--- src/rtl/addsub_pkg.sv ---
// addsub_pkg: shared definitions for the pipelined add/sub datapath.
//   - op encoding for the sub select
//   - ALU datapath width and legal WIDTH range
//   - packed stage-1 payload (raw sum, carry, op)
package addsub_pkg;

  localparam logic ADDSUB_OP_ADD = 1'b0;
  localparam logic ADDSUB_OP_SUB = 1'b1;

  // Width the ALU result mux expects from this block
  localparam int unsigned ADDSUB_ALU_WIDTH = 4;
  localparam int unsigned ADDSUB_MIN_WIDTH = 2;
  // Payload is sized for the widest supported instance; narrower ones zero-pad
  localparam int unsigned ADDSUB_MAX_WIDTH = 32;

  typedef struct packed {
    logic [ADDSUB_MAX_WIDTH-1:0] raw;  // raw[WIDTH-1:0] of A + (B^sub) + sub
    logic                        c;    // raw[WIDTH]
    logic                        sub;
  } addsub_s1_t;

endpackage

--- src/rtl/addsub_pipe_if.sv ---
// addsub_pipe_if: valid/ready operand and result bus of addsub_pipe.
//   master: producer of operands / consumer of results
//   slave : the add/sub pipeline
//   in_valid/in_ready/a/b/sub         : operand transfer
//   out_valid/out_ready/result/neg/cout/ovf : result transfer
interface addsub_pipe_if #(
  parameter int unsigned WIDTH = addsub_pkg::ADDSUB_ALU_WIDTH
);

  logic             in_valid;
  logic             in_ready;
  logic [WIDTH-1:0] a;
  logic [WIDTH-1:0] b;
  logic             sub;
  logic             out_valid;
  logic             out_ready;
  logic [WIDTH-1:0] result;
  logic             neg;
  logic             cout;
  logic             ovf;

  modport master (
    output in_valid, a, b, sub, out_ready,
    input  in_ready, out_valid, result, neg, cout, ovf
  );

  modport slave (
    input  in_valid, a, b, sub, out_ready,
    output in_ready, out_valid, result, neg, cout, ovf
  );

endinterface

--- src/rtl/addsub_rca.sv ---
// addsub_rca: combinational WIDTH-bit ripple-carry adder.
//   a, b    : addends
//   cin     : carry in
//   sum_c   : a + b + cin, low WIDTH bits
//   cout_c  : carry out of the top bit
module addsub_rca #(
  parameter int unsigned WIDTH = 4
) (
  input  logic [WIDTH-1:0] a,
  input  logic [WIDTH-1:0] b,
  input  logic             cin,
  output logic [WIDTH-1:0] sum_c,
  output logic             cout_c
);

  logic [WIDTH:0] carry;

  // Bit-serial carry chain
  always_comb begin
    carry    = '0;
    sum_c    = '0;
    carry[0] = cin;
    for (int unsigned i = 0; i < WIDTH; i++) begin
      sum_c[i]   = a[i] ^ b[i] ^ carry[i];
      carry[i+1] = (a[i] & b[i]) | (carry[i] & (a[i] ^ b[i]));
    end
    cout_c = carry[WIDTH];
  end

endmodule

--- src/rtl/addsub_pipe.sv ---
// addsub_pipe: two-stage pipelined unsigned adder/subtractor, valid/ready.
//   clk, rst : clock, asynchronous active-high reset
//   bus      : addsub_pipe_if.slave (operands in, result/neg/cout/ovf out)
// S1 registers the raw two's-complement add; S2 turns a borrowing
// subtraction into magnitude + neg and registers the result fields.
// Build option: define ADDSUB_SAT_EN to saturate overflowing adds to all-ones.
module addsub_pipe
  import addsub_pkg::*;
#(
  parameter int unsigned WIDTH = ADDSUB_ALU_WIDTH
) (
  input logic         clk,
  input logic         rst,
  addsub_pipe_if.slave bus
);

  if (WIDTH < ADDSUB_MIN_WIDTH || WIDTH > ADDSUB_MAX_WIDTH) begin : g_width_chk
    $error("addsub_pipe: WIDTH outside supported range");
  end

  logic             s1_valid_q;
  addsub_s1_t       s1_d;
  addsub_s1_t       s1_q;
  logic             s2_valid_q;
  logic [WIDTH-1:0] result_q;
  logic             neg_q;
  logic             cout_q;
  logic             ovf_q;

  logic             in_xfer;
  logic             s2_load;
  logic             out_xfer;

  // Handshake: S1 frees up whenever S2 can take its contents
  assign bus.in_ready = !s1_valid_q || !s2_valid_q || bus.out_ready;
  assign in_xfer      = bus.in_valid && bus.in_ready;
  assign out_xfer     = s2_valid_q && bus.out_ready;
  assign s2_load      = s1_valid_q && (!s2_valid_q || bus.out_ready);

  // Stage 1: A + ~B + 1 for subtract, A + B for add
  logic [WIDTH-1:0] b_sel;
  logic [WIDTH-1:0] raw_sum_c;
  logic             raw_cout_c;

  assign b_sel = bus.b ^ {WIDTH{bus.sub}};

  addsub_rca #(.WIDTH(WIDTH)) u_rca_raw (
    .a      (bus.a),
    .b      (b_sel),
    .cin    (bus.sub),
    .sum_c  (raw_sum_c),
    .cout_c (raw_cout_c)
  );

  always_comb begin
    s1_d     = '0;
    s1_d.raw = ADDSUB_MAX_WIDTH'(raw_sum_c);
    s1_d.c   = raw_cout_c;
    s1_d.sub = bus.sub;
  end

  always_ff @(posedge clk or posedge rst) begin
    if (rst) begin
      s1_valid_q <= 1'b0;
      s1_q       <= '0;
    end else if (in_xfer) begin
      s1_valid_q <= 1'b1;
      s1_q       <= s1_d;
    end else if (s2_load) begin
      s1_valid_q <= 1'b0;
    end
  end

  // Stage 2: negate a borrowed difference back to its magnitude
  logic [WIDTH-1:0] raw_lo;
  logic [WIDTH-1:0] mag_c;
  logic             unused_mag_cout;

  assign raw_lo = s1_q.raw[WIDTH-1:0];

  addsub_rca #(.WIDTH(WIDTH)) u_rca_neg (
    .a      (~raw_lo),
    .b      ({WIDTH{1'b0}}),
    .cin    (1'b1),
    .sum_c  (mag_c),
    .cout_c (unused_mag_cout)
  );

  if (WIDTH < ADDSUB_MAX_WIDTH) begin : g_pad
    logic unused_pad;
    assign unused_pad = ^s1_q.raw[ADDSUB_MAX_WIDTH-1:WIDTH];
  end

  logic [WIDTH-1:0] result_d;
  logic             neg_d;
  logic             cout_d;
  logic             ovf_d;

  // c=1 on subtract means no borrow, so a zero difference stays non-negative
  always_comb begin
    result_d = raw_lo;
    neg_d    = 1'b0;
    cout_d   = s1_q.c;
    ovf_d    = 1'b0;
    if (s1_q.sub == ADDSUB_OP_SUB) begin
      if (!s1_q.c) begin
        result_d = mag_c;
        neg_d    = 1'b1;
      end
    end else begin
      ovf_d = s1_q.c;
`ifdef ADDSUB_SAT_EN
      if (s1_q.c) begin
        result_d = '1;
      end
`else
`endif
    end
  end

  always_ff @(posedge clk or posedge rst) begin
    if (rst) begin
      s2_valid_q <= 1'b0;
      result_q   <= '0;
      neg_q      <= 1'b0;
      cout_q     <= 1'b0;
      ovf_q      <= 1'b0;
    end else if (s2_load) begin
      s2_valid_q <= 1'b1;
      result_q   <= result_d;
      neg_q      <= neg_d;
      cout_q     <= cout_d;
      ovf_q      <= ovf_d;
    end else if (out_xfer) begin
      s2_valid_q <= 1'b0;
    end
  end

  assign bus.out_valid = s2_valid_q;
  assign bus.result    = result_q;
  assign bus.neg       = neg_q;
  assign bus.cout      = cout_q;
  assign bus.ovf       = ovf_q;

endmodule

--- src/flat_wrapper.sv ---
// flat-port wrapper written by rule: the top's interface ports become plain ports
module addsub_pipe_flat import addsub_pkg::*;
#(
  parameter int unsigned WIDTH = ADDSUB_ALU_WIDTH
)
  (clk, rst, bus_in_valid, bus_a, bus_b, bus_sub, bus_out_ready, bus_in_ready, bus_out_valid, bus_result, bus_neg, bus_cout, bus_ovf);
  addsub_pipe_if #(.WIDTH(WIDTH)) bus_i ();
  input logic clk;
  input logic rst;
  input wire logic [$bits(bus_i.in_valid)-1:0] bus_in_valid;
  input wire logic [$bits(bus_i.a)-1:0] bus_a;
  input wire logic [$bits(bus_i.b)-1:0] bus_b;
  input wire logic [$bits(bus_i.sub)-1:0] bus_sub;
  input wire logic [$bits(bus_i.out_ready)-1:0] bus_out_ready;
  output wire logic [$bits(bus_i.in_ready)-1:0] bus_in_ready;
  output wire logic [$bits(bus_i.out_valid)-1:0] bus_out_valid;
  output wire logic [$bits(bus_i.result)-1:0] bus_result;
  output wire logic [$bits(bus_i.neg)-1:0] bus_neg;
  output wire logic [$bits(bus_i.cout)-1:0] bus_cout;
  output wire logic [$bits(bus_i.ovf)-1:0] bus_ovf;
  assign bus_i.in_valid = bus_in_valid;
  assign bus_i.a = bus_a;
  assign bus_i.b = bus_b;
  assign bus_i.sub = bus_sub;
  assign bus_i.out_ready = bus_out_ready;
  assign bus_in_ready = bus_i.in_ready;
  assign bus_out_valid = bus_i.out_valid;
  assign bus_result = bus_i.result;
  assign bus_neg = bus_i.neg;
  assign bus_cout = bus_i.cout;
  assign bus_ovf = bus_i.ovf;
  addsub_pipe #(.WIDTH(WIDTH)) u_core (.clk(clk), .rst(rst), .bus(bus_i));
endmodule
--- config.mk ---
export PLATFORM = sky130hd
export DESIGN_NAME = addsub_pipe_flat
export DESIGN_NICKNAME = d
export VERILOG_FILES = /design/src/rtl/addsub_pkg.sv /design/src/rtl/addsub_pipe_if.sv /design/src/rtl/addsub_rca.sv /design/src/rtl/addsub_pipe.sv /design/src/flat_wrapper.sv
export SDC_FILE = /design/constraint.sdc
export NUM_CORES = 1
export LEC_CHECK = 0
export CORE_MARGIN = 2
export CORE_UTILIZATION = 49
export DETAILED_ROUTE_END_ITERATION = 7
export PLACE_DENSITY = 0.81
export SLEW_MARGIN = 15
export SYNTH_ARGS = -nofsm -noshare
export SYNTH_HDL_FRONTEND = slang
export SYNTH_SLANG_ARGS = --single-unit
export TNS_END_PERCENT = 20
--- constraint.sdc ---
create_clock -name clk -period 2.6 [get_ports clk]
set_input_delay 0.52 -clock clk [delete_from_list [all_inputs] [get_ports clk]]
set_output_delay 0.52 -clock clk [all_outputs]
set_load 0.01 [all_outputs]
==> results.toml <==
[outcome]
outcome = "complete, no violations"

[cts]
ctsResizeCount = 0
ctsLongestPathBuffers = 2
holdBufCountCts = 0
clk_latency_ns = 0.28
cts_num_sinks = 15
post-cts-setup-buffers = 0
cts_made_buffers = 3
tritoncts = "yes"
cts_root_buffer = "clkbuf_4"
clk_pin_slew_ns = 0.08
h-tree-depth = 1

[logic_synthesis]
async_flop_share_pct = 100
yosys.area.top_type = "dfrtp_1"
yosys_warnings = 0
syn_inst = 59
synth_nets = 77
synth-edff-count = 0
syn_avg_cell_area_um2 = 13.6
synth_flop_cell = "dfrtp_1"
synth_seq_area_share_pct = 46.8
ys_types = 20
yosys-top-cells-area = "dfrtp_1 47%, mux2_2 8.4%, fa_1 7.5%, mux2_4 7.5%, mux2i_1 5.0%"
yosys_register_bits = 15
syn-cell-area_um2 = 802
netlist.area_leader.share_pct = 46.8

[floorplanning]
die_w_um = 44.5
die_area_mm2 = 0.00198
io_pins = 22
core_area_mm2 = 0.00152
die_y_um = 44.5
rows = 14
floorplan.initialDensity_pct = 52.6

[timing]
hold_viol_final = 0
worst_pin_slew_ns = 0.535
fmax_mhz = 397
setup_violations = 0
slew_headroom_pct = 64.3
setup_slack_ns = 0.0819
rsz0062_at_grt = "false"
slew_violations = 0
fin_skew_ns = 0.000471
min_period_over_period_pct = 96.8
fin_crit_ns = 2.52

[global_route]
use_met2_pct = 22.6
grt.met3_usage_pct = 1.22
grt_usage_pct = 14.1
grt.busiest_layer = "met2"
grt_use_met1_pct = 17.3
grt.overflow.total = 0
grt_pass1_vias = 474
grt_pass1_wl_mm = 1.98
grt_max_degree = 16
antenna_found_initial = 0

[critical_path]
critPathMaxFanout = 2
cp_cell_sequence = "clkdlybuf4s50_1 > mux2_4 > fa_1 > inv_1 > fa_1 > inv_1 > fa_1 > mux2_4"
cp_num_buf_inv = 3
end_kind = "register"
worst-setup-path-type = "in -> reg"
cp.arrival_ns = 2.69
crit_family = "adder cells"
crit_top_cell = "fa_1"
cp_slowest_cell = "clkdlybuf4s50_1"
max_stage_delay_ns = 0.50
critPathLaunchType = "input port"
crit_required_ns = 2.77

[power]
p_int_w = 0.000549
ir_drop_mv = 0.405
pwr-share-clk_pct = 16.8
leakagePower_nw = 0.513
fin_total_pwr_w = 0.000773
p_per_area_mw_per_mm2 = 713
sequentialPowerShare_pct = 44.4
sw_frac_of_total_pct = 29.0
netSwitchingPower_w = 0.000224
pwr-share-comb_pct = 38.8

[placed_design]
dp_slack_ns = -0.253
place_congestion = 0.634
place_inst = 99
portBuffers = 21
hpwl_mm = 1.02

[route]
drtAntennaViolNets = 0
wl_per_cell_um = 11.8
drc_errors = 0
vias = 516
first_pass_iters = 2
drt_wl_total_mm = 1.21
viasPerCell = 5.01
drt_iter0_drc = 7

[final_layout]
multi_input_area_um2 = 404
n_antenna_cell = 0
layout-drive-gt1-share_pct = 23.0
n_fill_cell = 126
syn2layout_area_growth_pct = 35.3
seq_area_um2 = 375
finalNetCount = 106
fin_cells = 103

[flow_run]
maxCapViolations = 0

[worst_hold_path]
hp-class = "reg -> reg"
per-stage QoR:
stage	cell area (um2)	utilization, %	hold slack [ns]	setup TNS (ns)
floorplan	802	-	0.421	0
global placement	1050	69.2	0.487	-0.326
detailed placement	1050	69.2	0.493	-0.405
CTS	1080	70.9	0.512	0
global route	1080	71.2	0.522	0
finish	1080	71.2	0.508	0
power groups by stage:
stage / clock (W) / sequential, W / combinational, W
after floorplan: 0 / 0.000362 / 0.000147
after global placement: 0 / 0.000346 / 0.000292
after detailed placement: 0 / 0.000349 / 0.000304
after CTS: 0.000136 / 0.000344 / 0.000305
after global routing: 0.000139 / 0.000352 / 0.000329
final: 0.000130 / 0.000344 / 0.000300
cells by family (layout without fill, tap and decap cells):
family	Yosys count	in the layout	share of synthesized area [%]
AO/OA/AOI/OAI	4	4	2.81
XOR/XNOR	5	5	5.46
adder cells (fa/ha/maj)	5	5	10.6
buffers and inverters	7	35	3.28
flip-flops	15	15	46.8
multiplexers	14	14	20.9
AND/OR/NAND/NOR	9	9	10.1
cells in the mapped netlist, types with 2 or more instances:
| master | count |
|---|---|
| dfrtp_1 | 15 |
| fa_1 | 3 |
| xor2_1 | 3 |
| xnor2_1 | 2 |
| mux2i_1 | 4 |
| inv_1 | 7 |
| mux2_4 | 4 |
| mux2_2 | 6 |
| a21oi_1 | 2 |
| a31oi_1 | 2 |
| ha_1 | 2 |
layout by cell type (no fill, tap or decap), types with 2 or more instances in the layout:
| cell | count |
|---|---|
| a21oi_1 | 2 |
| a31oi_1 | 2 |
| buf_4 | 3 |
| clkbuf_4 | 3 |
| clkdlybuf4s50_1 | 21 |
| dfrtp_1 | 15 |
| fa_1 | 3 |
| ha_1 | 2 |
| inv_1 | 7 |
| mux2_2 | 5 |
| mux2_4 | 5 |
| mux2i_1 | 4 |
| xnor2_1 | 2 |
| xor2_1 | 3 |
worst register-to-register path: stages, from the launching register on:
cell and delay [ns]:
dfrtp_1 0.35, inv_1 0.07, ha_1 0.20, ha_1 0.19, nor3b_1 0.21, xor2_1 0.10
mux2_2 0.26
flip-flops by register name (all words and copies together), names as in the netlist:
name,flops
u_core.s1_valid_q,1
u_core.s1_q,1
u_core.raw_lo,4
u_core.bus.result,4
u_core.bus.out_valid,1
u_core.cout_d,1
u_core.bus.cout,1
u_core.bus.neg,1
u_core.bus.ovf,1
cell type report:
class | instances | area share [%]
clock buffers | 4 | 2.42
repair buffers | 24 | 21.5
well taps | 16 | 1.85
flip-flops and latches | 15 | 34.6
multi-input cells | 37 | 37.3
inverters | 7 | 2.42
routing by layer:
layer	wire length, um	up-vias	part of all wire, %
li1	-	254	-
met5	0	-	0
met3	52	2	4.3
met4	14	0	1.2
met1	531	241	44
met2	614	19	51
worst paths after layout:
check,from,end,slack (ns),cells after the start
setup / recovery,bus_b[0],u_core.raw_lo[3],0.08,8
hold / removal,u_core.bus.result[0],u_core.bus.result[0],0.51,1
setup reg to reg,u_core.raw_lo[0],u_core.bus.result[3],1.11,6
hold reg to reg,u_core.bus.result[0],u_core.bus.result[0],0.51,1
max in group asynchronous,rst,u_core.bus.ovf,1.67,2
min in group asynchronous,rst,u_core.bus.result[1],0.58,2
Power figures use the tool's default switching activity.
